===== src/rtl/uart_cmd_rx.sv =====
// 8N1 UART receiver with A5/CMD/ARG/CHK command-frame decoder.
// Optional error counter enabled by UART_CMD_ERR_CNT_EN.
module uart_cmd_rx #(
    parameter int CLKS_PER_BIT = 434,
    parameter int TIMEOUT_CLKS = 8680
) (
    input  logic       clk,
    input  logic       rst_n,
    input  logic       rx,
    output logic [7:0] rx_byte,
    output logic       rx_valid,
    output logic       frame_err,
    output logic [1:0] osc_sel,
    output logic [2:0] sum_sel,
    output logic       meas_start,
    output logic       cmd_err,
    output logic [7:0] err_count
);

    localparam int CW = $clog2(CLKS_PER_BIT);
    localparam int TW = $clog2(TIMEOUT_CLKS + 1);
    localparam logic [CW-1:0] LAST = CW'(CLKS_PER_BIT - 1);
    localparam logic [CW-1:0] HALF_LAST = CW'(CLKS_PER_BIT / 2 - 1);
    localparam logic [TW-1:0] T_LAST = TW'(TIMEOUT_CLKS - 1);

    typedef enum logic [1:0] {B_IDLE, B_START, B_DATA, B_STOP} bstate_t;
    typedef enum logic [1:0] {D_HDR, D_CMD, D_ARG, D_CHK} dstate_t;

    bstate_t bstate;
    dstate_t dstate;

    logic          rx_s1, rx_s2, rx_prev;
    logic [CW-1:0] cnt;
    logic [2:0]    bit_idx;
    logic [7:0]    shreg;
    logic          brk;
    logic [7:0]    cmd_q, arg_q;
    logic [TW-1:0] tcnt;
    logic          stop_bad;

    always_ff @(posedge clk or negedge rst_n) begin
        if (!rst_n) begin
            rx_s1   <= 1'b1;
            rx_s2   <= 1'b1;
            rx_prev <= 1'b1;
        end else begin
            rx_s1   <= rx;
            rx_s2   <= rx_s1;
            rx_prev <= rx_s2;
        end
    end

    assign stop_bad = (bstate == B_STOP) && !brk && (cnt == LAST) && !rx_s2;

    always_ff @(posedge clk or negedge rst_n) begin
        if (!rst_n) begin
            bstate    <= B_IDLE;
            cnt       <= '0;
            bit_idx   <= '0;
            shreg     <= '0;
            brk       <= 1'b0;
            rx_byte   <= '0;
            rx_valid  <= 1'b0;
            frame_err <= 1'b0;
        end else begin
            rx_valid  <= 1'b0;
            frame_err <= 1'b0;
            unique case (bstate)
                B_IDLE: begin
                    if (rx_prev && !rx_s2) begin
                        bstate <= B_START;
                        cnt    <= '0;
                    end
                end
                B_START: begin
                    if (cnt == HALF_LAST) begin
                        cnt     <= '0;
                        bit_idx <= '0;
                        bstate  <= rx_s2 ? B_IDLE : B_DATA;
                    end else begin
                        cnt <= cnt + 1'b1;
                    end
                end
                B_DATA: begin
                    if (cnt == LAST) begin
                        cnt     <= '0;
                        shreg   <= {rx_s2, shreg[7:1]};
                        bit_idx <= bit_idx + 3'd1;
                        if (bit_idx == 3'd7)
                            bstate <= B_STOP;
                    end else begin
                        cnt <= cnt + 1'b1;
                    end
                end
                B_STOP: begin
                    // brk holds us here through a break until the line recovers
                    if (brk) begin
                        if (rx_s2) begin
                            brk    <= 1'b0;
                            bstate <= B_IDLE;
                        end
                    end else if (cnt == LAST) begin
                        cnt <= '0;
                        if (rx_s2) begin
                            rx_byte  <= shreg;
                            rx_valid <= 1'b1;
                            bstate   <= B_IDLE;
                        end else begin
                            frame_err <= 1'b1;
                            brk       <= 1'b1;
                        end
                    end else begin
                        cnt <= cnt + 1'b1;
                    end
                end
                default: bstate <= B_IDLE;
            endcase
        end
    end

    always_ff @(posedge clk or negedge rst_n) begin
        if (!rst_n) begin
            dstate     <= D_HDR;
            cmd_q      <= '0;
            arg_q      <= '0;
            tcnt       <= '0;
            osc_sel    <= '0;
            sum_sel    <= '0;
            meas_start <= 1'b0;
            cmd_err    <= 1'b0;
        end else begin
            meas_start <= 1'b0;
            cmd_err    <= 1'b0;
            if (dstate == D_HDR || rx_valid)
                tcnt <= '0;
            else
                tcnt <= tcnt + 1'b1;
            if (stop_bad && dstate != D_HDR) begin
                cmd_err <= 1'b1;
                dstate  <= D_HDR;
            end else if (rx_valid) begin
                unique case (dstate)
                    D_HDR: if (rx_byte == 8'hA5) dstate <= D_CMD;
                    D_CMD: begin
                        cmd_q  <= rx_byte;
                        dstate <= D_ARG;
                    end
                    D_ARG: begin
                        arg_q  <= rx_byte;
                        dstate <= D_CHK;
                    end
                    D_CHK: begin
                        dstate <= D_HDR;
                        if (rx_byte == (cmd_q ^ arg_q)) begin
                            unique case (cmd_q)
                                8'h01:   osc_sel    <= arg_q[1:0];
                                8'h02:   sum_sel    <= arg_q[2:0];
                                8'h03:   meas_start <= 1'b1;
                                default: cmd_err    <= 1'b1;
                            endcase
                        end else begin
                            cmd_err <= 1'b1;
                        end
                    end
                    default: dstate <= D_HDR;
                endcase
            end else if (dstate != D_HDR && tcnt == T_LAST) begin
                cmd_err <= 1'b1;
                dstate  <= D_HDR;
            end
        end
    end

`ifdef UART_CMD_ERR_CNT_EN
    logic [7:0] ecnt;

    always_ff @(posedge clk or negedge rst_n) begin
        if (!rst_n)
            ecnt <= '0;
        else if ((frame_err || cmd_err) && ecnt != 8'hFF)
            ecnt <= ecnt + 8'd1;
    end

    assign err_count = ecnt;
`else
    assign err_count = 8'h00;
`endif

endmodule


===== config.mk =====
export PLATFORM = sky130hd
export DESIGN_NAME = uart_cmd_rx
export DESIGN_NICKNAME = d
export VERILOG_FILES = /design/src/rtl/uart_cmd_rx.sv
export SDC_FILE = /design/constraint.sdc
export NUM_CORES = 1
export LEC_CHECK = 0
export CAP_MARGIN = 20
export CORE_MARGIN = 2
export CORE_UTILIZATION = 50
export CTS_BUF_LIST = sky130_fd_sc_hd__clkbuf_4 sky130_fd_sc_hd__clkbuf_8
export DETAILED_ROUTE_END_ITERATION = 8
export PLACE_DENSITY_LB_ADDON = 0.08
export SYNTH_ARGS = -nofsm -noshare
export SYNTH_HDL_FRONTEND = slang
export SYNTH_SLANG_ARGS = --single-unit

===== constraint.sdc =====
create_clock -name clk -period 2.25 [get_ports clk]
set_input_delay 0.5625 -clock clk [delete_from_list [all_inputs] [get_ports clk]]
set_output_delay 0.5625 -clock clk [all_outputs]
set_load 0.05 [all_outputs]

==> metrics.txt <==
status complete, no violations; #FFs+latches synth 75; Post-CTS Setup Bufs 0; nets 354; CP Max Fanout 4; initial DRC count roughly 190; Slew HR 66.6%; setup TNS 0 ns; Max-Cap Viols 0; met1 Use GR 24.7%; Synth Cell Area between 3000 and 4000 µm²; post-synthesis simple-gate area fraction ~16%; crit path launch rx_byte[0]; GRT Max-Usage Layer met2; Antenna Nets Post-Route 0; Setup WS post-layout about 0.087 ns; Hold Path Class in -> async; DRT Wirelength approximately 6.6 mm; Worst Setup EP rx_byte[0]; VDD IR max 0.397 mV; Cell Rows 31; layout cell share with drive strength beyond 1 between 20 and 25%; CP Class reg -> out; Clk Latency, worst-skew pair 0.34 ns; CP top delay family buffers and inverters; routed length per instance 14.8 µm; worst-path cell chain clkdlybuf4s50_1; leading cell types in the layout, fill and taps excluded 72 x dfrtp_1, 32 x mux2_2, 21 x nor2_1, 17 x nand2_1; commonest non-fill, non-tap cell in the layout dfrtp_1; Placed Cells 428; Worst setup EP type output port; flop2flop setup slack roughly 0.23 ns; P&R area growth vs syn 14.1%; Top FF cell, synth dfrtp_1; measured slew at the worst slew-check pin ~0.5 ns; met3 usage ~3.2%; Startpoint Class register; initial antenna violation count 0; crit path DAT approximately 1.6 ns; width of the die 90.1 µm; total track usage 17.8%; largest net degree at the start of global routing 39; wire length of the first global-routing pass about 12 mm; number of flops mapped to enable cells by yosys 0; drc violations 0; CTS Buf Count 9; final max-slew violation count 0; Root Buffer clkbuf_8; CTS tree built; CP max stage cell clkdlybuf4s50_1; vias post-DR roughly 2,400; hold_ws roughly 0.17 ns; mux cell area share after synthesis 12.3%; Clock Path Buffers 2; period utilization a little over nine tenths; FMAX approximately 0.46 GHz; setup violators final 0; RR Endpoint shreg[5]; Synth Area in Adders under 10%; Worst R2R Path Depth 6; Synth Instances around 310; PD cells roughly 630 nW/µm²; Clk pin slew, worst setup/hold paths 0.08 ns; clock sinks 75; post-layout util between 50% and 60%; complex-gate fraction of the synthesized area approximately 7.5%; dpl hpwl around 4.6 mm; library cells used by synthesis 58; die footprint between 8000 and 9000 µm²; clk_skew between 0.01 and 0.015 ns; CP Depth 1; dpl ws 0.254 ns; Final min period roughly 2.2 ns; GR Overflow Total 0; final hold violation count 0; DP Area roughly 4000 µm²; Die Height between 90 and 100 µm; Critical Path RT roughly 1.7 ns; drt pass-1 iters 5; overall power roughly 2.7 mW; Vias per Instance around 5.4; syn avg cell area about 12 µm²; core region area about 7200 µm²; Starting Density 51.3%; sequential area share after synthesis between 50% and 60%; Post-Layout Cell Count between 400 and 500; Worst R2R Start cnt[1]; main combinational cell family by area after synthesis simple AND/OR/NAND/NOR gates; Async S/R FF share, synth between 90% and 100%; number of port buffers 19; n_diodes 0; Ports 28; xor/xnor share of the synthesized area under 10%; Final Wtd Congestion 0.802; Slowest Stage Delay on Critical Path just over 0.8 ns; RSZ-0062 raised after global routing no; Leak Pwr a little over 2 nW; Finished Cell Area approximately 4200 µm²; Layout fillers about 650; M2 GR Usage 28.4%; vias in the first global route 2,413; Buf+Inv Stages, Crit Path 1; CTS H-tree depth 3; Yosys warnings 0
cell type report:
class | instances | area, µm² | area share, %
inverters | 6 | 22.5 | 0.533
multi-input cells | 220 | 1740 | 41.1
well taps | 99 | 124 | 2.93
clock buffers | 12 | 165 | 3.91
clock inverters | 4 | 23.8 | 0.563
repair buffers | 28 | 272 | 6.43
flip-flops and latches | 75 | 1880 | 44.5
how the worst min path moves through the flow:
stage	from	to	slack [ns]	cells past startpoint
6_report	rst_n	cmd_q[6]	0.17	1
5_1_grt	rst_n	cmd_q[6]	0.22	1
4_1_cts	rst_n	arg_q[6]	0.20	1
3_5_place_dp	rx_s1	rx_s2	0.35	0
3_3_place_gp	rx_s1	rx_s2	0.35	0
2_1_floorplan	rst_n	asynchronous set/reset pin	0.27	0
layer usage:
metal | share of wire [%] | wire length [µm]
met1 | 50 | 3270
met2 | 46 | 3010
met3 | 3.1 | 207
met4 | 1.5 | 97
met5 | 0 | 0
synthesized netlist by cell type (2+ instances only):
library cell | instances | area (µm²)
or3_1 | 4 | 25.0
nand3_2 | 3 | 30.0
nand2_1 | 17 | 63.8
xnor3_1 | 3 | 67.6
nor2b_1 | 2 | 12.5
and3_1 | 5 | 31.3
nand4b_1 | 2 | 17.5
nor4bb_1 | 3 | 30.0
a31oi_1 | 2 | 12.5
nor4_1 | 3 | 18.8
xor2_1 | 8 | 70.1
o21ai_0 | 13 | 65.1
o2bb2ai_1 | 2 | 17.5
mux2_1 | 5 | 56.3
buf_2 | 2 | 10.0
inv_1 | 6 | 22.5
nor2_1 | 21 | 78.8
dfstp_2 | 3 | 78.8
nor3_1 | 2 | 10.0
buf_4 | 8 | 60.1
nand4_1 | 7 | 43.8
nand2b_1 | 4 | 25.0
dfrtp_1 | 72 | 1800
nand3_1 | 9 | 45.0
o21a_1 | 2 | 15.0
o22ai_1 | 2 | 12.5
a21o_1 | 3 | 22.5
or2_2 | 2 | 12.5
clkbuf_1 | 5 | 18.8
and2_1 | 4 | 25.0
a21oi_1 | 7 | 35.0
ha_1 | 11 | 138
o211ai_1 | 2 | 15.0
xnor2_1 | 6 | 52.6
mux2_2 | 32 | 360
mux2i_1 | 4 | 40.0
xnor3_2 | 2 | 47.6
timing repair:
action	CTS	global route
resized for setup	1	3
cloned	0	0
endpoints found under the setup margin	1	3
hold buffers	0	0
registers in the layout (all words and copies together), names as in the netlist, 3 cells and up, named ones only:
signal and flops:
bit_idx 3, shreg 8, cmd_q 8, arg_q 8, cnt 9, sum_sel 3
rx_byte 8, tcnt 14
kinds of logic after synthesis:
family                   count (synthesis)
adder cells (fa/ha/maj)                 11
buffers and inverters                   21
multiplexers                            41
flip-flops                              75
XOR/XNOR                                19
AO/OA/AOI/OAI                           41
AND/OR/NAND/NOR                        100
other                                    1
power breakdown:
part / switching (mW) / internal [mW]
Sequential: 0.0827 / 1.41
Combinational: 0.127 / 0.0826
Clock: 0.492 / 0.488
Total: 0.701 / 1.98
Power figures use the tool's default switching activity.
